`config.mk`:
```
export PLATFORM = sky130hd
export DESIGN_NAME = eth_tx_framer
export DESIGN_NICKNAME = d
export VERILOG_FILES = /design/src/rtl/eth_tx_framer.sv
export SDC_FILE = /design/constraint.sdc
export NUM_CORES = 1
export LEC_CHECK = 0
export CORE_AREA = 2 2 107 109
export DETAILED_ROUTE_END_ITERATION = 8
export DIE_AREA = 0 0 109 111
export PLACE_DENSITY = 0.9
export SKIP_CTS_REPAIR_TIMING = 1
export SLEW_MARGIN = 20
export SYNTH_ARGS = -nofsm -noshare
export SYNTH_HDL_FRONTEND = slang
export SYNTH_SLANG_ARGS = --single-unit
export TNS_END_PERCENT = 50
```
`constraint.sdc`:
```
create_clock -name clk -period 3.83 [get_ports clk]
set_input_delay 0.5745 -clock clk [delete_from_list [all_inputs] [get_ports clk]]
set_output_delay 0.5745 -clock clk [all_outputs]
set_load 0.005 [all_outputs]
```
`src/rtl/eth_tx_framer.sv`:
```
// eth_tx_framer
//   Builds an Ethernet frame into a byte-addressed transmit buffer:
//   destination MAC, fixed source MAC, EtherType, then payload bytes
//   taken from a valid/ready stream. Short frames can be zero-padded
//   to the 60-byte minimum.
//
// Ports
//   clk        single clock, rising edge
//   rst        synchronous active-high reset, aborts any frame
//   start      frame request, sampled only while idle
//   dst_mac    destination MAC ([47:40] sent first), sampled with start
//   ethertype  EtherType ([15:8] sent first), sampled with start
//   len        payload byte count 0..1500, sampled with start
//   pl_d       payload byte
//   pl_valid   pl_d valid
//   pl_ready   framer takes a payload byte this cycle
//   tx_d       byte written to the buffer (0x00 when tx_we=0)
//   tx_a       buffer address (never above 1513)
//   tx_we      buffer write strobe, one byte per cycle
//   busy       frame in progress
//   done       one-cycle completion pulse
//   err        one-cycle pulse when a start with len>1500 is rejected
//   frame_len  bytes written for the last completed frame
//
// Build option
//   ETH_TX_PAD_EN  defined: pad short frames with 0x00 up to 60 bytes.
//                  undefined: no padding, frame_len = 14 + len.
//
// state   | meaning
// --------+--------------------------------------------------
// IDLE    | waiting for start; rejects oversize requests
// DST     | writing destination MAC, addresses 0..5
// SRC     | writing own MAC, addresses 6..11
// TYPE    | writing EtherType, addresses 12..13
// PAYLOAD | copying payload bytes on pl_valid & pl_ready
// PAD     | writing 0x00 up to address 59 (ETH_TX_PAD_EN only)
// FIN     | done pulse, frame_len updated, back to IDLE

module eth_tx_framer (
  input  logic        clk,
  input  logic        rst,
  input  logic        start,
  input  logic [47:0] dst_mac,
  input  logic [15:0] ethertype,
  input  logic [10:0] len,
  input  logic [7:0]  pl_d,
  input  logic        pl_valid,
  output logic        pl_ready,
  output logic [7:0]  tx_d,
  output logic [10:0] tx_a,
  output logic        tx_we,
  output logic        busy,
  output logic        done,
  output logic        err,
  output logic [10:0] frame_len
);

  typedef enum logic [2:0] {
    S_IDLE,
    S_DST,
    S_SRC,
    S_TYPE,
    S_PAYLOAD,
    S_PAD,
    S_FIN
  } state_t;

  // Must match the address accepted by the receive-side filter.
  localparam logic [47:0] OWN_MAC  = 48'hFEFA_F6F2_EEEA;
  localparam logic [10:0] MAX_LEN  = 11'd1500;
  localparam logic [10:0] DST_LAST = 11'd5;
  localparam logic [10:0] SRC_LAST = 11'd11;
  localparam logic [10:0] HDR_LAST = 11'd13;
`ifdef ETH_TX_PAD_EN
  localparam logic [10:0] MIN_LAST = 11'd59;
`endif

  state_t      r_state;
  logic [47:0] r_dst;
  logic [47:0] r_src;
  logic [15:0] r_type;
  logic [10:0] r_remain;
  logic [10:0] r_addr;
  logic [10:0] r_frame_len;
  logic        r_pl_ready;
  logic        r_busy;
  logic        r_done;
  logic        r_err;

  logic [10:0] w_addr_nxt;
  logic        w_take;
  logic        w_we;
  logic [7:0]  w_d;

  assign w_addr_nxt = r_addr + 11'd1;
  assign w_take     = r_pl_ready & pl_valid;

  // Header fields are held in shift registers so the outgoing byte is
  // always the top byte; no address-indexed mux is needed.
  always_ff @(posedge clk) begin
    if (rst) begin
      r_state     <= S_IDLE;
      r_dst       <= '0;
      r_src       <= '0;
      r_type      <= '0;
      r_remain    <= '0;
      r_addr      <= '0;
      r_frame_len <= '0;
      r_pl_ready  <= 1'b0;
      r_busy      <= 1'b0;
      r_done      <= 1'b0;
      r_err       <= 1'b0;
    end else begin
      r_done <= 1'b0;
      r_err  <= 1'b0;
      case (r_state)
        S_IDLE: begin
          if (start) begin
            if (len > MAX_LEN) begin
              r_err <= 1'b1;
            end else begin
              r_dst    <= dst_mac;
              r_src    <= OWN_MAC;
              r_type   <= ethertype;
              r_remain <= len;
              r_addr   <= '0;
              r_busy   <= 1'b1;
              r_state  <= S_DST;
            end
          end
        end
        S_DST: begin
          r_dst  <= {r_dst[39:0], 8'h00};
          r_addr <= w_addr_nxt;
          if (r_addr == DST_LAST) r_state <= S_SRC;
        end
        S_SRC: begin
          r_src  <= {r_src[39:0], 8'h00};
          r_addr <= w_addr_nxt;
          if (r_addr == SRC_LAST) r_state <= S_TYPE;
        end
        S_TYPE: begin
          r_type <= {r_type[7:0], 8'h00};
          if (r_addr != HDR_LAST) begin
            r_addr <= w_addr_nxt;
          end else if (r_remain != 11'd0) begin
            r_addr     <= w_addr_nxt;
            r_pl_ready <= 1'b1;
            r_state    <= S_PAYLOAD;
          end else begin
`ifdef ETH_TX_PAD_EN
            r_addr  <= w_addr_nxt;
            r_state <= S_PAD;
`else
            // Address stays on the last written byte so tx_a never
            // runs past the frame.
            r_frame_len <= w_addr_nxt;
            r_busy      <= 1'b0;
            r_done      <= 1'b1;
            r_state     <= S_FIN;
`endif
          end
        end
        S_PAYLOAD: begin
          if (w_take) begin
            r_remain <= r_remain - 11'd1;
            if (r_remain != 11'd1) begin
              r_addr <= w_addr_nxt;
            end else begin
              r_pl_ready <= 1'b0;
`ifdef ETH_TX_PAD_EN
              if (r_addr < MIN_LAST) begin
                r_addr  <= w_addr_nxt;
                r_state <= S_PAD;
              end else begin
                r_frame_len <= w_addr_nxt;
                r_busy      <= 1'b0;
                r_done      <= 1'b1;
                r_state     <= S_FIN;
              end
`else
              r_frame_len <= w_addr_nxt;
              r_busy      <= 1'b0;
              r_done      <= 1'b1;
              r_state     <= S_FIN;
`endif
            end
          end
        end
`ifdef ETH_TX_PAD_EN
        S_PAD: begin
          if (r_addr == MIN_LAST) begin
            r_frame_len <= w_addr_nxt;
            r_busy      <= 1'b0;
            r_done      <= 1'b1;
            r_state     <= S_FIN;
          end else begin
            r_addr <= w_addr_nxt;
          end
        end
`endif
        S_FIN: begin
          r_state <= S_IDLE;
        end
        default: begin
          r_state <= S_IDLE;
        end
      endcase
    end
  end

  // Write strobe and data are decoded from state; the payload path is a
  // straight pass-through so the byte lands in the handshake cycle.
  always_comb begin
    w_we = 1'b0;
    w_d  = 8'h00;
    case (r_state)
      S_DST: begin
        w_we = 1'b1;
        w_d  = r_dst[47:40];
      end
      S_SRC: begin
        w_we = 1'b1;
        w_d  = r_src[47:40];
      end
      S_TYPE: begin
        w_we = 1'b1;
        w_d  = r_type[15:8];
      end
      S_PAYLOAD: begin
        if (w_take) begin
          w_we = 1'b1;
          w_d  = pl_d;
        end
      end
`ifdef ETH_TX_PAD_EN
      S_PAD: begin
        w_we = 1'b1;
        w_d  = 8'h00;
      end
`endif
      default: begin
        w_we = 1'b0;
        w_d  = 8'h00;
      end
    endcase
  end

  assign pl_ready  = r_pl_ready;
  assign tx_d      = w_d;
  assign tx_a      = r_addr;
  assign tx_we     = w_we;
  assign busy      = r_busy;
  assign done      = r_done;
  assign err       = r_err;
  assign frame_len = r_frame_len;

endmodule
```
==> summary.txt <==
Yosys
  • Seq/Total Area, Yosys: 0.404
  • Synth cell types: 65
  • Synth top area share: 0.404
  • Leading area contributor after synthesis: dfxtp_1
  • Most common library cells after synthesis: 118 x dfxtp_1, 106 x nor2_1, 70 x nand2_1
  • Synth area leaders: dfxtp_1 40%, mux2i_1 8.9%, nor2_1 6.8%, a211oi_1 5.5%, nand2_1 4.5%
  • Yosys reg bits: 118
  • Main synth FF type: dfxtp_1
  • Ys async rst share: 0
  • Yosys synthesis warning count: 0
  • Post-Synthesis Cells: 694
  • Synth Cell Area: 0.00584 mm²
  • Post-synth EDFFs: 0
  • Syn Area/Cell: 8.42 µm²
  • Most frequent cell after synthesis: dfxtp_1
  • Mapped Nets: 786

Power
  • Power, Total: 4.08 mW
  • Power density cells: 527 mW/mm²
  • Leak Pwr: 2.86 nW
  • Max VDD drop: 249 µV

Routing
  • Vias: 5670
  • Routed WL per cell: 17.0 µm
  • Routed vias/inst: 5.97
  • Final ANT Viol Nets: 0
  • Detailed Route WL: 16.1 mm
  • Residual DRC count: 0
  • Drt pass-1 iters: 5
  • DRT iter0 DRCs: 441

Cells and area
  • Area growth, synth to finish: 32.4%
  • Final net count: 885
  • Antenna cells: 0
  • Fill count: 818
  • Final Non-Filler Cells: 949
  • Final instance area: 0.00774 mm²
  • Share of cells above drive strength 1: 0.0856

STA
  • Final Slew Violations: 0
  • Slew HR: 0.517
  • RSZ-0062 raised after global routing: no
  • Final setup fails: 0
  • Setup TNS: 0 ns
  • FMAX: 290 MHz
  • Final period util: 0.901
  • Clk_skew: 0.0109 ns
  • Crit path time final: 3.45 ns
  • Final worst setup slack: 0.378 ns
  • Worst slew pin tran: 0.724 ns
  • Fin. Hold Viols: 0

Critical path
  • Crit path DAT: 2.88 ns
  • Worst Path Required: 3.26 ns
  • Worst Setup Start Kind: register
  • CP Class: register to primary output
  • Critical Path End Type: primary output
  • CP Max Fanout: 18

Global route
  • Initial antenna violation count: 0
  • GRT Util Overall: 0.267
  • Overflow after GRT: 0
  • Largest net degree at the start of global routing: 63
  • Vias in the first global route: 5444
  • Global-route wire length before repair: 25.9 mm

Clocking
  • Worst-path clk slew: 0.06 ns
  • H-tree depth: 4
  • Root buffer cell: clkbuf_16
  • CTS max path bufs: 2
  • CTS tree: done
  • Cts bufs inserted: 17
  • Clk sinks: 118
  • Clk_lat worst skew: 0.42 ns

Placed design
  • Dpl cell area: 0.00710 mm²
  • I/O Buffers: 121
  • Hpwl dp: 10.5 mm
  • Dpl cells: 917
  • Routability cong.: 0.858
  • Place WS: 0.584 ns

Floorplanning
  • Die height: 111 µm
  • Initial Util: 0.528
  • Horiz. Die Dim: 109 µm
  • IO Pins: 122
  • FP Rows: 39
  • Die area: 0.0121 mm²
  • Area of the core: 0.0111 mm²

Job
  • Max_cap viols: 0

Min path
  • HP Class: register to register

Run status
  • Outcome: finished, final reports clean
## cell usage in the layout, fill, tap and decap left out, drive strengths merged, types with 5 or more instances in the layout
cell	count
nand2b	12
buf	12
or3	6
nand2	70
nor4	7
mux2i	52
o31ai	6
nor2	107
nor3	18
a311oi	9
nand3	19
nand3b	10
ha	5
nand4	6
and2	7
o21ai	32
inv	17
dfxtp	118
a211oi	48
clkdlybuf4s50	120
a22oi	5
clkbuf	17
a21oi	43
## where the power goes
| part | leakage, nW | internal (mW) | switching [mW] |
|---|---|---|---|
| combinational | 1.58 | 0.385 | 0.473 |
| sequential | 0.972 | 1.38 | 0.104 |
| clock | 0.313 | 1.11 | 0.627 |
| total | 2.86 | 2.87 | 1.20 |
## sequential cells by signal, summed over array words and instances (netlist names)
register   cells
busy           1
done           1
err            1
frame_len     11
pl_ready       1
r_dst         48
r_remain      11
r_src         14
r_state        3
r_type        16
tx_a          11
## stage by stage
stage,hold WS [ns],utilization
finish,0.454,0.699
global route,0.483,0.699
CTS,0.452,0.699
detailed placement,0.443,0.641
global placement,0.439,0.641
floorplan,0.432,-
## worst max-delay path, cell delays in order, from the launching register on
cell and delay [ns]:
dfxtp_1 0.79, inv_1 0.34, nor3b_1 0.53, a21oi_1 0.08, o21ai_0 0.19, clkdlybuf4s50_1 0.54
## routing by layer
layer	global-route usage	vias to the layer above	part of all wire
li1	-	2682	-
met4	0.130	0	0.038
met1	0.326	2642	0.41
met5	0	-	0
met2	0.436	283	0.48
met3	0.0653	63	0.070
## kinds of logic (layout without fill, tap and decap cells)
kind of cell / after synthesis / count (layout) / synth area share
xor gates and xnor gates: 8 / 8 / 0.0120
muxes: 55 / 55 / 0.0948
adders and majority gates: 5 / 5 / 0.0107
DFF: 118 / 118 / 0.404
AOI/OAI and AO/OA: 164 / 164 / 0.194
and+or+nand+nor: 281 / 281 / 0.235
buffers and inverters: 63 / 175 / 0.0495
## cell type report
type / count / area, µm² / area share
flip-flops and latches: 118 / 2360 / 0.305
well taps: 143 / 179 / 0.0231
clock inverters: 15 / 216 / 0.0280
multi-input cells: 513 / 3200 / 0.413
clock buffers: 17 / 425 / 0.0550
inverters: 11 / 41.3 / 0.00534
repair buffers: 132 / 1320 / 0.170
## worst paths after layout
kind | startpoint | slack [ns] | cells after the start | end
hold reg to reg | r_dst[4]$_SDFFE_PP0P_ | 0.45 | 2 | r_dst[4]$_SDFFE_PP0P_
hold / removal | r_dst[4]$_SDFFE_PP0P_ | 0.45 | 2 | r_dst[4]$_SDFFE_PP0P_
setup / recovery | r_state[1]$_SDFFE_PP0P_ | 0.38 | 5 | tx_d[5]
setup reg to reg | r_state[1]$_SDFFE_PP0P_ | 1.14 | 7 | r_dst[34]$_SDFFE_PP0P_
Power figures use the tool's default switching activity.
